`src/rtl/pipe_hazard_if.sv`:
```
// Hazard-control bundle between the pipeline datapath/decoder and the
// hazard controller. The datapath side (master) presents read-stage operand
// usage and r1/execute status; the controller side (slave) returns the
// halt, flush, bubble and stall controls.
interface pipe_hazard_if;
  // Read-stage operand usage
  logic [2:0] id_src_a;
  logic [2:0] id_src_b;
  logic       id_use_a;
  logic       id_use_b;
  // r1 (read->execute register) contents and execute/memory status
  logic [2:0] r1_destination;
  logic       r1_is_load;
  logic       r1_is_halt;
  logic       ex_jump_taken;
  logic       mem_ready;
  // Pipeline controls
  logic       r2_pc_halt;
  logic       r2_pc_flush;
  logic       bubble;
  logic       pc_stall;
  logic       core_halted;

  modport master (
    output id_src_a, id_src_b, id_use_a, id_use_b,
    output r1_destination, r1_is_load, r1_is_halt, ex_jump_taken, mem_ready,
    input  r2_pc_halt, r2_pc_flush, bubble, pc_stall, core_halted
  );

  modport slave (
    input  id_src_a, id_src_b, id_use_a, id_use_b,
    input  r1_destination, r1_is_load, r1_is_halt, ex_jump_taken, mem_ready,
    output r2_pc_halt, r2_pc_flush, bubble, pc_stall, core_halted
  );
endinterface

```
`src/rtl/pipe_hazard_ctrl.sv`:
```
// Pipeline hazard / sequencing controller.
// Drives halt, flush and bubble for the read->execute register (r1) and the
// execute->writeback stage (r2), plus the fetch stall. Handles load-use
// hazards, slow data memory, taken-jump flushes and the HALT instruction.
// Optional feature: define PIPE_HAZARD_PERF_CNT_EN to add the saturating
// stall_cnt / flush_cnt performance counters (ports absent otherwise).
module pipe_hazard_ctrl #(
  parameter int FLUSH_CYCLES = 2,   // cycles r2_pc_flush stays high per taken jump (1..7)
  parameter int CNT_W        = 16   // perf counter width
) (
  input  logic           clk,
  input  logic           rst_n,
  pipe_hazard_if.slave   hz
`ifdef PIPE_HAZARD_PERF_CNT_EN
  ,
  output logic [CNT_W-1:0] stall_cnt,
  output logic [CNT_W-1:0] flush_cnt
`endif
);

  localparam logic [1:0] ST_RUN      = 2'd0;
  localparam logic [1:0] ST_MEM_WAIT = 2'd1;
  localparam logic [1:0] ST_FLUSH    = 2'd2;
  localparam logic [1:0] ST_HALTED   = 2'd3;

  // Remaining flush cycles after the jump cycle itself
  localparam logic [2:0] FLUSH_INIT  = 3'(FLUSH_CYCLES - 1);
  // A single-cycle flush is covered entirely by the jump cycle in RUN
  localparam bit         MULTI_FLUSH = (FLUSH_CYCLES > 1);

  logic [1:0] state_reg;
  logic [1:0] state_next;
  logic [2:0] flush_left_reg;
  logic [2:0] flush_left_next;

  logic halt_o;
  logic flush_o;
  logic bubble_o;
  logic halted_o;
  logic jump_accept;

  logic src_a_hit;
  logic src_b_hit;
  logic load_use;
  logic mem_busy;

  // Operand match against the load in r1; register 0 is not special
  assign src_a_hit = hz.id_use_a && (hz.id_src_a == hz.r1_destination);
  assign src_b_hit = hz.id_use_b && (hz.id_src_b == hz.r1_destination);
  assign load_use  = hz.r1_is_load && (src_a_hit || src_b_hit);
  assign mem_busy  = hz.r1_is_load && !hz.mem_ready;

  // Next-state and output decode; priority HALTED > MEM_WAIT > HALT > jump > load-use
  always_comb begin
    state_next      = state_reg;
    flush_left_next = flush_left_reg;
    halt_o          = 1'b0;
    flush_o         = 1'b0;
    bubble_o        = 1'b0;
    halted_o        = 1'b0;
    jump_accept     = 1'b0;

    case (state_reg)
      ST_RUN: begin
        if (hz.r1_is_halt) begin
          // Kill the younger instructions behind HALT, then stop
          flush_o    = 1'b1;
          state_next = ST_HALTED;
        end else if (mem_busy) begin
          // Load cannot complete this cycle: freeze everything
          halt_o     = 1'b1;
          state_next = ST_MEM_WAIT;
        end else if (hz.ex_jump_taken) begin
          flush_o     = 1'b1;
          jump_accept = 1'b1;
          if (MULTI_FLUSH) begin
            state_next      = ST_FLUSH;
            flush_left_next = FLUSH_INIT;
          end
        end else if (load_use) begin
          // Dependent instruction waits one cycle for the load result
          bubble_o = 1'b1;
        end
      end

      ST_MEM_WAIT: begin
        // r1 is frozen; jump/load-use are re-evaluated once back in RUN
        if (hz.mem_ready) begin
          state_next = ST_RUN;
        end else begin
          halt_o = 1'b1;
        end
      end

      ST_FLUSH: begin
        // r1 holds a flushed NOP here, so only jumps and the countdown matter
        flush_o = 1'b1;
        if (hz.ex_jump_taken) begin
          jump_accept     = 1'b1;
          flush_left_next = FLUSH_INIT;
        end else if (flush_left_reg <= 3'd1) begin
          state_next      = ST_RUN;
          flush_left_next = 3'd0;
        end else begin
          flush_left_next = flush_left_reg - 3'd1;
        end
      end

      ST_HALTED: begin
        // Sticky until reset
        halt_o   = 1'b1;
        halted_o = 1'b1;
      end

      default: begin
        state_next      = ST_RUN;
        flush_left_next = 3'd0;
      end
    endcase
  end

  // State and flush countdown registers; reset discards any pending wait/flush
  always_ff @(posedge clk) begin
    if (!rst_n) begin
      state_reg      <= ST_RUN;
      flush_left_reg <= 3'd0;
    end else begin
      state_reg      <= state_next;
      flush_left_reg <= flush_left_next;
    end
  end

  assign hz.r2_pc_halt  = halt_o;
  assign hz.r2_pc_flush = flush_o;
  assign hz.bubble      = bubble_o;
  assign hz.pc_stall    = halt_o | bubble_o;
  assign hz.core_halted = halted_o;

`ifdef PIPE_HAZARD_PERF_CNT_EN
  logic [CNT_W-1:0] stall_cnt_reg;
  logic [CNT_W-1:0] flush_cnt_reg;

  // Saturating counters of stalled cycles and accepted taken jumps
  always_ff @(posedge clk) begin
    if (!rst_n) begin
      stall_cnt_reg <= '0;
      flush_cnt_reg <= '0;
    end else begin
      if ((halt_o || bubble_o) && (stall_cnt_reg != {CNT_W{1'b1}})) begin
        stall_cnt_reg <= stall_cnt_reg + 1'b1;
      end
      if (jump_accept && (flush_cnt_reg != {CNT_W{1'b1}})) begin
        flush_cnt_reg <= flush_cnt_reg + 1'b1;
      end
    end
  end

  assign stall_cnt = stall_cnt_reg;
  assign flush_cnt = flush_cnt_reg;
`endif

endmodule

```
`src/flat_wrapper.sv`:
```
// flat-port wrapper written by rule: the top's interface ports become plain ports
module pipe_hazard_ctrl_flat 
#(
  parameter int FLUSH_CYCLES = 2,                                                         
  parameter int CNT_W        = 16                        
)
  (clk, rst_n, hz_id_src_a, hz_id_src_b, hz_id_use_a, hz_id_use_b, hz_r1_destination, hz_r1_is_load, hz_r1_is_halt, hz_ex_jump_taken, hz_mem_ready, hz_r2_pc_halt, hz_r2_pc_flush, hz_bubble, hz_pc_stall, hz_core_halted);
  pipe_hazard_if hz_i ();
  input  logic clk;
  input  logic rst_n;
  input wire logic [$bits(hz_i.id_src_a)-1:0] hz_id_src_a;
  input wire logic [$bits(hz_i.id_src_b)-1:0] hz_id_src_b;
  input wire logic [$bits(hz_i.id_use_a)-1:0] hz_id_use_a;
  input wire logic [$bits(hz_i.id_use_b)-1:0] hz_id_use_b;
  input wire logic [$bits(hz_i.r1_destination)-1:0] hz_r1_destination;
  input wire logic [$bits(hz_i.r1_is_load)-1:0] hz_r1_is_load;
  input wire logic [$bits(hz_i.r1_is_halt)-1:0] hz_r1_is_halt;
  input wire logic [$bits(hz_i.ex_jump_taken)-1:0] hz_ex_jump_taken;
  input wire logic [$bits(hz_i.mem_ready)-1:0] hz_mem_ready;
  output wire logic [$bits(hz_i.r2_pc_halt)-1:0] hz_r2_pc_halt;
  output wire logic [$bits(hz_i.r2_pc_flush)-1:0] hz_r2_pc_flush;
  output wire logic [$bits(hz_i.bubble)-1:0] hz_bubble;
  output wire logic [$bits(hz_i.pc_stall)-1:0] hz_pc_stall;
  output wire logic [$bits(hz_i.core_halted)-1:0] hz_core_halted;
  assign hz_i.id_src_a = hz_id_src_a;
  assign hz_i.id_src_b = hz_id_src_b;
  assign hz_i.id_use_a = hz_id_use_a;
  assign hz_i.id_use_b = hz_id_use_b;
  assign hz_i.r1_destination = hz_r1_destination;
  assign hz_i.r1_is_load = hz_r1_is_load;
  assign hz_i.r1_is_halt = hz_r1_is_halt;
  assign hz_i.ex_jump_taken = hz_ex_jump_taken;
  assign hz_i.mem_ready = hz_mem_ready;
  assign hz_r2_pc_halt = hz_i.r2_pc_halt;
  assign hz_r2_pc_flush = hz_i.r2_pc_flush;
  assign hz_bubble = hz_i.bubble;
  assign hz_pc_stall = hz_i.pc_stall;
  assign hz_core_halted = hz_i.core_halted;
  pipe_hazard_ctrl #(.FLUSH_CYCLES(FLUSH_CYCLES), .CNT_W(CNT_W)) u_core (.clk(clk), .rst_n(rst_n), .hz(hz_i));
endmodule
```
`config.mk`:
```
export PLATFORM = sky130hd
export DESIGN_NAME = pipe_hazard_ctrl_flat
export DESIGN_NICKNAME = d
export VERILOG_FILES = /design/src/rtl/pipe_hazard_if.sv /design/src/rtl/pipe_hazard_ctrl.sv /design/src/flat_wrapper.sv
export SDC_FILE = /design/constraint.sdc
export NUM_CORES = 1
export LEC_CHECK = 0
export ABC_AREA = 1
export CAP_MARGIN = 10
export CORE_MARGIN = 1.5
export CORE_UTILIZATION = 42
export CTS_CLUSTER_DIAMETER = 200
export DETAILED_ROUTE_END_ITERATION = 12
export HOLD_SLACK_MARGIN = 0.1
export PLACE_DENSITY = 0.77
export SLEW_MARGIN = 40
export SYNTH_ARGS = -nofsm -noshare
export SYNTH_HDL_FRONTEND = slang
export SYNTH_SLANG_ARGS = --single-unit
```
`constraint.sdc`:
```
create_clock -name clk -period 1.72 [get_ports clk]
set_clock_uncertainty 0.05 [all_clocks]
set_input_delay 0.172 -clock clk [delete_from_list [all_inputs] [get_ports clk]]
set_output_delay 0.172 -clock clk [all_outputs]
set_load 0.02 [all_outputs]
```
After elaboration in Yosys (flattened, before gate mapping)
Index checks and enable logic that the tools add are counted.
{"block": "word_totals", "inputBits": 17, "mem_bits_rw": 0, "word_cells": 55, "latch_bits": 0, "mem_bits_ro": 0, "n_memories": 0, "ff_bits": 5, "output_inout_bits": 5}
{"block": "classes", "n_shift": 0, "add_sub_neg": 1, "n_lt_le_gt_ge": 1, "n_eq_ne": 12, "n_div": 0, "mux": 27, "bitwise": 1, "n_reduce_logical": 11, "multipliers": 0}
{"op": "3-bit 2-to-1 mux", "n": 5}
{"op": "1-bit 2-to-1 mux", "n": 12}
{"op": "2-bit 2-to-1 mux", "n": 6}
{"op": "2-bit != test, second input constant", "n": 5}
{"op": "3-bit == test", "n": 2}
{"op": "2-bit one-hot mux with 3 select lines", "n": 1}
{"op": "3-bit one-hot mux with 2 select lines", "n": 1}
{"op": "5-bit AND reduction", "n": 1}
{"op": "2-bit == test, second input constant", "n": 2}
{"op": "1-bit logical AND", "n": 4}
{"op": "4-bit by 3-bit != test with 1-bit output, second input constant", "n": 1}
{"op": "4-bit AND reduction", "n": 1}
{"op": "3-bit by 1-bit <= comparator with 1-bit output, second input constant", "n": 1}
{"op": "1-bit one-hot mux with 3 select lines", "n": 1}
{"op": "3-bit nonzero test", "n": 1}
{"op": "3-bit by 1-bit subtractor with 3-bit output, second input constant", "n": 1}
{"op": "2-bit by 1-bit == test with 1-bit output, second input constant", "n": 1}
{"op": "2-bit logical NOT", "n": 1}
{"op": "2-bit by 1-bit != test with 1-bit output, second input constant", "n": 1}
{"op": "1-bit one-hot mux with 2 select lines", "n": 1}
{"op": "2-bit nonzero test", "n": 1}
{"op": "1-bit logical NOT", "n": 1}
{"op": "1-bit logical OR", "n": 1}
{"op": "1-bit bitwise OR", "n": 1}

Logic depth before layout (Yosys ltp)
Gate-level depths: netlist of the first run.
{"block": "logic_depth", "depth_word": 10, "depth_mapped": 10, "ltp_nobuf": 10}

Worst setup path after synthesis of the first run
No wires, ideal clock.
{"block": "synth_timing", "path_type": "register to output", "start": "register u_core.state_reg[0]", "end": "output port hz_r2_pc_flush", "path_buffers": 0, "arrival_ps": 1212, "path_stages_with_launch": 5, "path_slack_ps": 286, "required_time_ps": 1498, "path_cell_list": "dfxtp_1 > inv_1 > ha_1 > inv_2 > o21ai_0"}
{"block": "synth_between", "elab_chain_cells": 2, "word_cells_on_any_way": 3, "cone_classes": "1 x eq/ne; 1 x mux; 1 x reduce/logical"}
{"element": "from (decl)", "line": "pipe_hazard_ctrl.sv:31", "text": "logic [1:0] state_reg;"}
{"element": "from (signal assigned)", "line": "pipe_hazard_ctrl.sv:128", "text": "state_reg <= state_next;"}
{"element": "2-bit == test / 2-bit logical NOT (equally long branches)", "line": "pipe_hazard_ctrl.sv:63", "text": "case (state_reg)"}
{"element": "1-bit one-hot mux with 2 select lines *", "line": "pipe_hazard_ctrl.sv:63"}
{"element": "to (decl)", "line": "flat_wrapper.sv:21", "text": "output wire logic [$bits(hz_i.r2_pc_flush)-1:0] hz_r2_pc_flush;"}
Every way passes the cells marked *; elsewhere a longest branch is shown, timed or not.

Worst setup path in the final report of the first run
{"block": "layout_timing", "start": "register u_core.state_reg[0]", "end": "register u_core.flush_left_reg[2]"}
{"block": "layout_between", "elab_chain_cells": 3, "word_cells_on_any_way": 8, "cone_classes": "4 x eq/ne; 1 x mux; 3 x reduce/logical"}
{"element": "2-bit logical NOT / 2-bit == test (equally long branches)", "line": "pipe_hazard_ctrl.sv:63"}
{"element": "2-bit != test (no source line) / 2-bit nonzero test (equally long branches)"}
{"element": "4-bit AND reduction (no source line)"}
{"element": "to (signal assigned)", "line": "pipe_hazard_ctrl.sv:129", "text": "flush_left_reg <= flush_left_next;"}
{"element": "to (decl)", "line": "pipe_hazard_ctrl.sv:33", "text": "logic [2:0] flush_left_reg;"}
Parallel ways exist; a longest one is shown, timed or not.
A chain may end at the register's enable or synchronous reset.

==> results of run 1 <==
final cells by class:
type / count / area, um2
flip-flops and latches: 5 / 100
fillers: 124 / 355
repair buffers: 37 / 313
well taps: 15 / 18.8
multi-input cells: 77 / 405
inverters: 22 / 82.6
clock buffers: 4 / 26.3
stage by stage:
| step | util | worst slack [ns] | hold slack [ns] | setup TNS, ns |
|---|---|---|---|---|
| 2_1_floorplan | - | 0.286 | 0.234 | 0 |
| 3_3_place_gp | 0.718 | -0.234 | 0.481 | -0.812 |
| 3_5_place_dp | 0.718 | -0.280 | 0.482 | -0.942 |
| 4_1_cts | 0.729 | 0.00137 | 0.501 | 0 |
| 5_1_grt | 0.727 | 0.0149 | 0.536 | 0 |
| 6_report | 0.727 | 0.105 | 0.500 | 0 |
power groups by stage:
stage	Combinational, mW	Clock [mW]	Sequential, mW
floorplan	0.538	0	0.196
global placement	0.854	0	0.199
detailed placement	0.874	0	0.201
CTS	0.851	0.149	0.200
global route	0.945	0.156	0.204
finish	0.843	0.148	0.199
how the worst max path moves through the flow:
stage,startpoint,to,slack [ns],cells past startpoint
global placement,hz_r1_destination[0],hz_pc_stall,-0.23,10
CTS,hz_r1_destination[0],hz_bubble,0.001,10
detailed placement,hz_r1_destination[0],hz_pc_stall,-0.28,10
finish,u_core.state_reg[0],u_core.flush_left_reg[2],0.10,11
floorplan,u_core.state_reg[0],hz_r2_pc_flush,0.29,4
global route,u_core.state_reg[0],u_core.flush_left_reg[2],0.01,11
placed cells by master, fill, tap and decap left out, types with 2 or more instances in the layout:
cell	netlist	routed
sky130_fd_sc_hd__nor2_1	12	12
sky130_fd_sc_hd__a21oi_1	2	2
sky130_fd_sc_hd__dfxtp_1	5	5
sky130_fd_sc_hd__o21ai_0	5	4
sky130_fd_sc_hd__xnor2_1	3	3
sky130_fd_sc_hd__nand2_1	31	31
sky130_fd_sc_hd__clkbuf_2	0	2
sky130_fd_sc_hd__ha_1	6	5
sky130_fd_sc_hd__nand3_1	6	6
sky130_fd_sc_hd__buf_4	0	16
sky130_fd_sc_hd__nand4_1	4	4
sky130_fd_sc_hd__clkdlybuf4s50_1	0	16
sky130_fd_sc_hd__nor2_2	2	2
sky130_fd_sc_hd__buf_2	0	2
sky130_fd_sc_hd__clkbuf_4	0	3
sky130_fd_sc_hd__nand2_2	2	2
sky130_fd_sc_hd__inv_1	21	21
sky130_fd_sc_hd__nor3_1	2	2
what timing repair did:
| item | in CTS | in global routing |
|---|---|---|
| setup endpoints to repair | 4 | 5 |
| resized for setup | 10 | 8 |
| buffers inserted | 0 | 0 |
kinds of logic after synthesis:
kind of cell | share of synthesized area
simple gates | 0.440
buf+inv | 0.141
compound gates | 0.0748
fa+ha+maj | 0.128
flops | 0.171
xor+xnor | 0.0449
critical path: stages (launching register included):
cell and delay, ns:
sky130_fd_sc_hd__dfxtp_1 0.31, sky130_fd_sc_hd__inv_1 0.08, sky130_fd_sc_hd__buf_4 0.12, sky130_fd_sc_hd__ha_1 0.16
sky130_fd_sc_hd__inv_1 0.07, sky130_fd_sc_hd__buf_4 0.14, sky130_fd_sc_hd__nand2_2 0.06, sky130_fd_sc_hd__nand2_2 0.05
sky130_fd_sc_hd__a21oi_2 0.21, sky130_fd_sc_hd__o21ai_0 0.13, sky130_fd_sc_hd__nand2_1 0.09, sky130_fd_sc_hd__nor2_2 0.04
layer usage:
layer  wire length (um)  up-vias
met3                 63        2
met2                759       10
li1                   -      401
met4                 10        0
met1                689      315
met5                  0        -
==> results.txt, run 1 <==
The clock-pin slew reported for the worst setup and hold paths after clock tree synthesis came out at roughly 0.060 ns. The power per standard cell area came out at approximately 1300 nW/um2. The area after detailed placement is roughly 930 um2.

By count the netlist is led by sky130_fd_sc_hd__nand2_1 (31), sky130_fd_sc_hd__inv_1 (21), sky130_fd_sc_hd__nor2_1 (12). The sum of internal, switching and leakage power came out at between 1 and 1.5 mW. The total wire length came out at about 1500 um. The flow ran to the end, and the final reports show no timing, DRC or antenna violations. The number of nets in the synthesized netlist is 127.

The mean routed wirelength per cell came out at 9.51 um. Setup repair after global routing left no endpoint under its margin. In this run, synthesis inferred 0 flip-flops with an integrated enable.

The count of vias placed by the detailed router came out at around 730. The placed wire-length estimate after detailed placement came out at 1300 um. The setup slack of the worst register-to-register path is 0.10 ns. The number of maximum-capacitance violations is 0. The total internal power is around 0.64 mW.

The count of placed standard cells in the final layout, fillers left out came out at between 150 and 200. The static leakage is between 0.5 and 0.6 nW. The flop and latch count out of synthesis came out at 5.

Ranked by total cell area, the synthesized netlist is headed by sky130_fd_sc_hd__nand2_1 (20%), sky130_fd_sc_hd__dfxtp_1 (17%), sky130_fd_sc_hd__inv_1 (13%). Summed over all instances, the cell type with the most area after synthesis is sky130_fd_sc_hd__nand2_1. The worst pin sits at a relative slew slack of 0.837.

The worst setup path is of the reg -> reg kind. The part of the total power dissipated in sequential elements is 0.167. Of the total power, combinational logic draws 0.708. The met1 layer usage reported by global route is 0.211. The routability congestion estimate from global placement came out at 0.754. The number of flip-flops in the largest register is 3.

The number of max-slew violations in the final report is 0. The die width is approximately 40 um. 0 antenna diodes ended up in the layout.

The type of origin of the critical path is a register. The largest fanout on the critical path is 6. The number of warnings printed during yosys synthesis came out at 0. In this run, the number of DRC markers left after iteration 0 of detailed routing was 8. The post-detailed-route via-to-cell ratio came out at 4.55. The post-route clock period utilization came out at 0.939.

The startpoint identified for the worst hold timing path is u_core.flush_left_reg[2]. The number of antenna violations at the first check in global routing is 0. The startpoint of the worst register-to-register path is u_core.state_reg[0]. The post-layout instance area is roughly 950 um2. The number of endpoints with negative hold slack in the final report came out at 0. STA puts the critical path data required time at 1.81 ns. The most common cell in the synthesized netlist is sky130_fd_sc_hd__nand2_1. Yosys mapped the design onto 16 distinct sky130hd cell types.

For met2 alone, demand over resource in global routing was 0.417. The detailed-router iteration count before antenna repair is 4. The critical path arrival is around 1.7 ns.

The post-detailed-route count of antenna-violating nets came out at 0. The number of placement rows is 13. The total standard cell area after synthesis came out at a little under 600 um2. The top cell type's share of synthesized area is 0.199. The pin slew with the least headroom to its limit came out at ~0.24 ns. The worst register-to-register path ends at u_core.flush_left_reg[2].

Compared with the post-synthesis result, the final layout area differs by 61.5%. TritonCTS built the clock tree. The core box area came out at roughly 1300 um2.

Along the worst hold path, the cell count comes to 3. The layer flagged by global routing as most heavily used is met2. The ratio of cells with drive above 1 in the final layout came out at 0.207.

In this run the tool buffered the top-level ports with 21 buffer cells. The post-synthesis average cell area is 5.63 um2. The sequential share of the synthesized area came out at 0.171. The worst min-delay path endpoint is u_core.flush_left_reg[2]. The starting density of the core came out at 0.450. In this run the vertical extent of the chip is ~40 um. The pin count of the biggest net entering global routing is 7. The global-route wire length before repair is ~2300 um. For this design the total switching power over the nets is 0.551 mW.

Of the total power, the clock network draws 0.124. The number of placed cells counting well taps came out at 156. The final net count is ~170. The share of flip-flops with an asynchronous set or reset after synthesis came out at 0. The maximum clock frequency came out at between 600 and 700 MHz.

For this run, the leading register cell type out of synthesis is sky130_fd_sc_hd__dfxtp_1. The worst vdd rail ir drop came out at a little under 800 uV. The source-to-sink clock delay at the later pin of the worst-skew pair is between 0.2 and 0.3 ns. The maximum count of clock buffers along a single path is 2. The total of hold buffers inserted after clock tree synthesis came out at 0.

The number of I/O pins is 22. The worst-case reg-to-reg path depth is 11. The total number of H-tree levels is 1. The switching power as a share of total power is 0.463. The global routing usage summed across all routing layers came out at 0.206.

The post-route minimum period came out at 1.62 ns. The total congestion overflow came out at 0. TritonCTS created 3 clock buffers. For met3 alone, demand over resource in global routing was 0.0556.

The via count of the first global-routing pass came out at between 600 and 700. The worst min-delay path category is reg -> reg. The clock root buffer is sky130_fd_sc_hd__clkbuf_4. The gate count after technology mapping came out at 104.

The number of clock sinks is 5. The die outline area is about 1600 um2. For this run, design rule violations remaining after detail routing come to 0.

The number of setup violations in the final report came out at 0. STA classifies the critical path endpoint as a register.
No activity file was read; power rests on OpenSTA's default activity.
==> run 2, diff against run 1 <==
HOLD_SLACK_MARGIN = default   (was 0.1)
==> results of run 2 <==
The final DEF is identical to that of run 1; final timing and power are the same.
==> run 3, diff against run 2 <==
CORE_MARGIN = 2   (was 1.5)
CTS_BUF_LIST = sky130_fd_sc_hd__clkbuf_8 sky130_fd_sc_hd__clkbuf_16   (was default)
clock period = 1.6 ns   (was 1.72 ns; I/O delays follow)
==> results.txt, run 3 (same netlist as run 1, synthesis figures left out) <==
The worst setup path is captured at a register. Subtracting the final worst setup slack from the clock period gives 1.56 ns. The maximum count of clock buffers along a single path is 2. The total number of H-tree levels came out at 1. Headroom to the max-slew limit came out at 0.849. The maximum clock frequency came out at 640 MHz.

The floorplan die height is 41.3 um. The number of antenna diodes in the final layout is 0. The count of vias placed by the detailed router came out at 778. Summed over all nets, the half-perimeter wirelength after detailed placement is between 1000 and 1500 um.

The number of endpoints with negative hold slack in the final report came out at 0. The global routing usage summed across all routing layers is 0.226. The setup TNS is 0 ns. Hold timing on the final database bottoms out at a slack of 0.486 ns. The total congestion overflow is 0.

The design draws 1.57 mW. The largest fanout on the critical path came out at 3. Of the cells placed in the final design, the portion with a size suffix greater than 1 is 0.310. The post-detailed-route count of antenna-violating nets is 0. The source-to-sink clock delay at the later pin of the worst-skew pair is about 0.22 ns. The post-detailed-route via-to-cell ratio came out at ~4.9. The number of setup violations in the final report is 0. Routability-driven placement finished with a final weighted congestion of roughly 0.77.

The number of maximum-capacitance violations came out at 0. The number of buffers created by CTS is 3. The mean routed wirelength per cell came out at ~12 um. The number of flip-flops in the largest register is 3.

The critical path's largest stage delay is 0.34 ns. Summed over all cells, the static leakage comes to approximately 0.6 nW. The largest individual stage delay along the critical path comes from the cell sky130_fd_sc_hd__dfxtp_2.

The starting density of the core came out at 0.450. The data required time at the worst endpoint is 1.66 ns. The floorplan step defined a die boundary enclosing 1710 um2. The initial DRC count came out at 9. The floorplan has 13 rows. Traced cell by cell, the critical path runs through inv_2, buf_4, ha_4, inv_1, buf_4, nand2_4, nor2_2, nor2_2, nand3_1, nand2_1, inv_1, nor2_1. The region available for standard cell placement spans between 1000 and 1500 um2. After the last flow step, the layout net total stands at approximately 170.

TritonCTS built the clock tree. The total of hold buffers inserted after clock tree synthesis is 0. The type of origin of the critical path is a register. On the critical path the largest part of the delay comes from buffers and inverters. The post-layout instance area is 1050 um2.

The power per standard cell area came out at 1500 nW/um2. The synthesis-to-layout area growth came out at 79.3%. The clock root buffer is sky130_fd_sc_hd__clkbuf_8. Once placement finished, the instance area stood at 927 um2. The class of the most critical setup path is reg -> reg. The number of placed cells counting well taps came out at between 150 and 200. For the worst setup path, the data arrival time is 1.63 ns. The clock drives 5 sinks.

The number of antenna violations at the first check in global routing is 0. The count of buffers added on input and output ports is 21. The number of max-slew violations in the final report came out at 0. The worst-case IR drop observed on VDD is slightly below 900 uV. Entering global routing, the biggest net connects 7 pins. At the pin with the least slew margin, the transition time is around 0.23 ns. The die width came out at between 40 and 50 um. In the layout the commonest cells are sky130_fd_sc_hd__nand2_1 (26), sky130_fd_sc_hd__inv_1 (20), sky130_fd_sc_hd__buf_4 (16).

The commonest non-fill, non-tap cell in the layout is sky130_fd_sc_hd__nand2_1. The clock-pin slew reported for the worst setup and hold paths after clock tree synthesis is approximately 0.04 ns. The global-route wire length before repair is approximately 2600 um.

In this run the count of I/O pins placed on the die edge is 22. The detailed-route DRC error count is 0. The worst min-delay path category is reg -> reg. Wires add up to between 1500 and 2000 um.

The via count of the first global-routing pass is roughly 690. Dividing the final minimum period by the clock period gives 0.976. The count of placed standard cells in the final layout, fillers left out came out at 160. The worst path buffer plus inverter count came out at 5. The detailed-router iteration count before antenna repair came out at 4.

The flow ran to the end, and the final reports show no timing, DRC or antenna violations.
[run 3: cell count changes in the layout (fill, tap and decap cells not counted), moves of 3 or more]
| cell | change |
|---|---|
| sky130_fd_sc_hd__clkbuf_4 | -3 |
| sky130_fd_sc_hd__clkbuf_8 | +3 |
| sky130_fd_sc_hd__clkdlybuf4s50_1 | -5 |
| sky130_fd_sc_hd__dlymetal6s2s_1 | +3 |
| sky130_fd_sc_hd__ha_1 | -3 |
| sky130_fd_sc_hd__nand2_1 | -5 |
| sky130_fd_sc_hd__nand2_2 | +4 |
| sky130_fd_sc_hd__o21ai_0 | -3 |
[run 3: metal layers]
metal,track usage,wire (um),vias to the layer above,part of all wire
met2,0.473,1090,15,0.56
met4,0.0323,54,0,0.028
li1,-,-,402,-
met1,0.228,746,353,0.38
met3,0.0426,59,8,0.030
met5,0,0,-,0
[run 3: layout make-up]
class	count	area, um2
flip-flops and latches	5	101
clock inverters	1	3.75
inverters	22	82.6
well taps	15	18.8
clock buffers	3	41.3
fillers	105	251
repair buffers	37	330
multi-input cells	77	472
[run 3: worst paths after layout]
kind                            startpoint                        to  slack, ns  cells past startpoint
setup / recovery       u_core.state_reg[0]       u_core.state_reg[0]       0.04                     12
setup reg to reg       u_core.state_reg[0]       u_core.state_reg[0]       0.04                     12
hold reg to reg   u_core.flush_left_reg[1]  u_core.flush_left_reg[1]       0.49                      2
hold / removal    u_core.flush_left_reg[1]  u_core.flush_left_reg[1]       0.49                      2
[run 3: per-stage QoR]
step | setup WS (ns) | utilization
after floorplan | 0.178 | -
after global placement | -0.333 | 0.713
after detailed placement | -0.407 | 0.713
after CTS | -0.0140 | 0.740
after global routing | -0.0271 | 0.807
final | 0.0384 | 0.807
[run 3: worst register-to-register path, cell delays in order (launching register included)]
cell and delay [ns]:
sky130_fd_sc_hd__dfxtp_2 0.34, sky130_fd_sc_hd__inv_2 0.04, sky130_fd_sc_hd__buf_4 0.14, sky130_fd_sc_hd__ha_4 0.15
sky130_fd_sc_hd__inv_1 0.10, sky130_fd_sc_hd__buf_4 0.15, sky130_fd_sc_hd__nand2_4 0.05, sky130_fd_sc_hd__nor2_2 0.11
sky130_fd_sc_hd__nor2_2 0.06, sky130_fd_sc_hd__nand3_1 0.09, sky130_fd_sc_hd__nand2_1 0.08, sky130_fd_sc_hd__inv_1 0.07
sky130_fd_sc_hd__nor2_1 0.04
[run 3: repair_timing]
action / 4_1_cts / 5_1_grt
hold endpoints to repair: 0 / 0
endpoints found under the setup margin: 7 / 8
pin swaps: 2 / 5
setup buffers: 0 / 1
resized for setup: 20 / 31
[run 3: power by group]
| group | switching (mW) | total, mW | internal, mW |
|---|---|---|---|
| clock network | 0.0628 | 0.227 | 0.165 |
| logic | 0.621 | 1.12 | 0.502 |
| registers | 0.0427 | 0.225 | 0.182 |
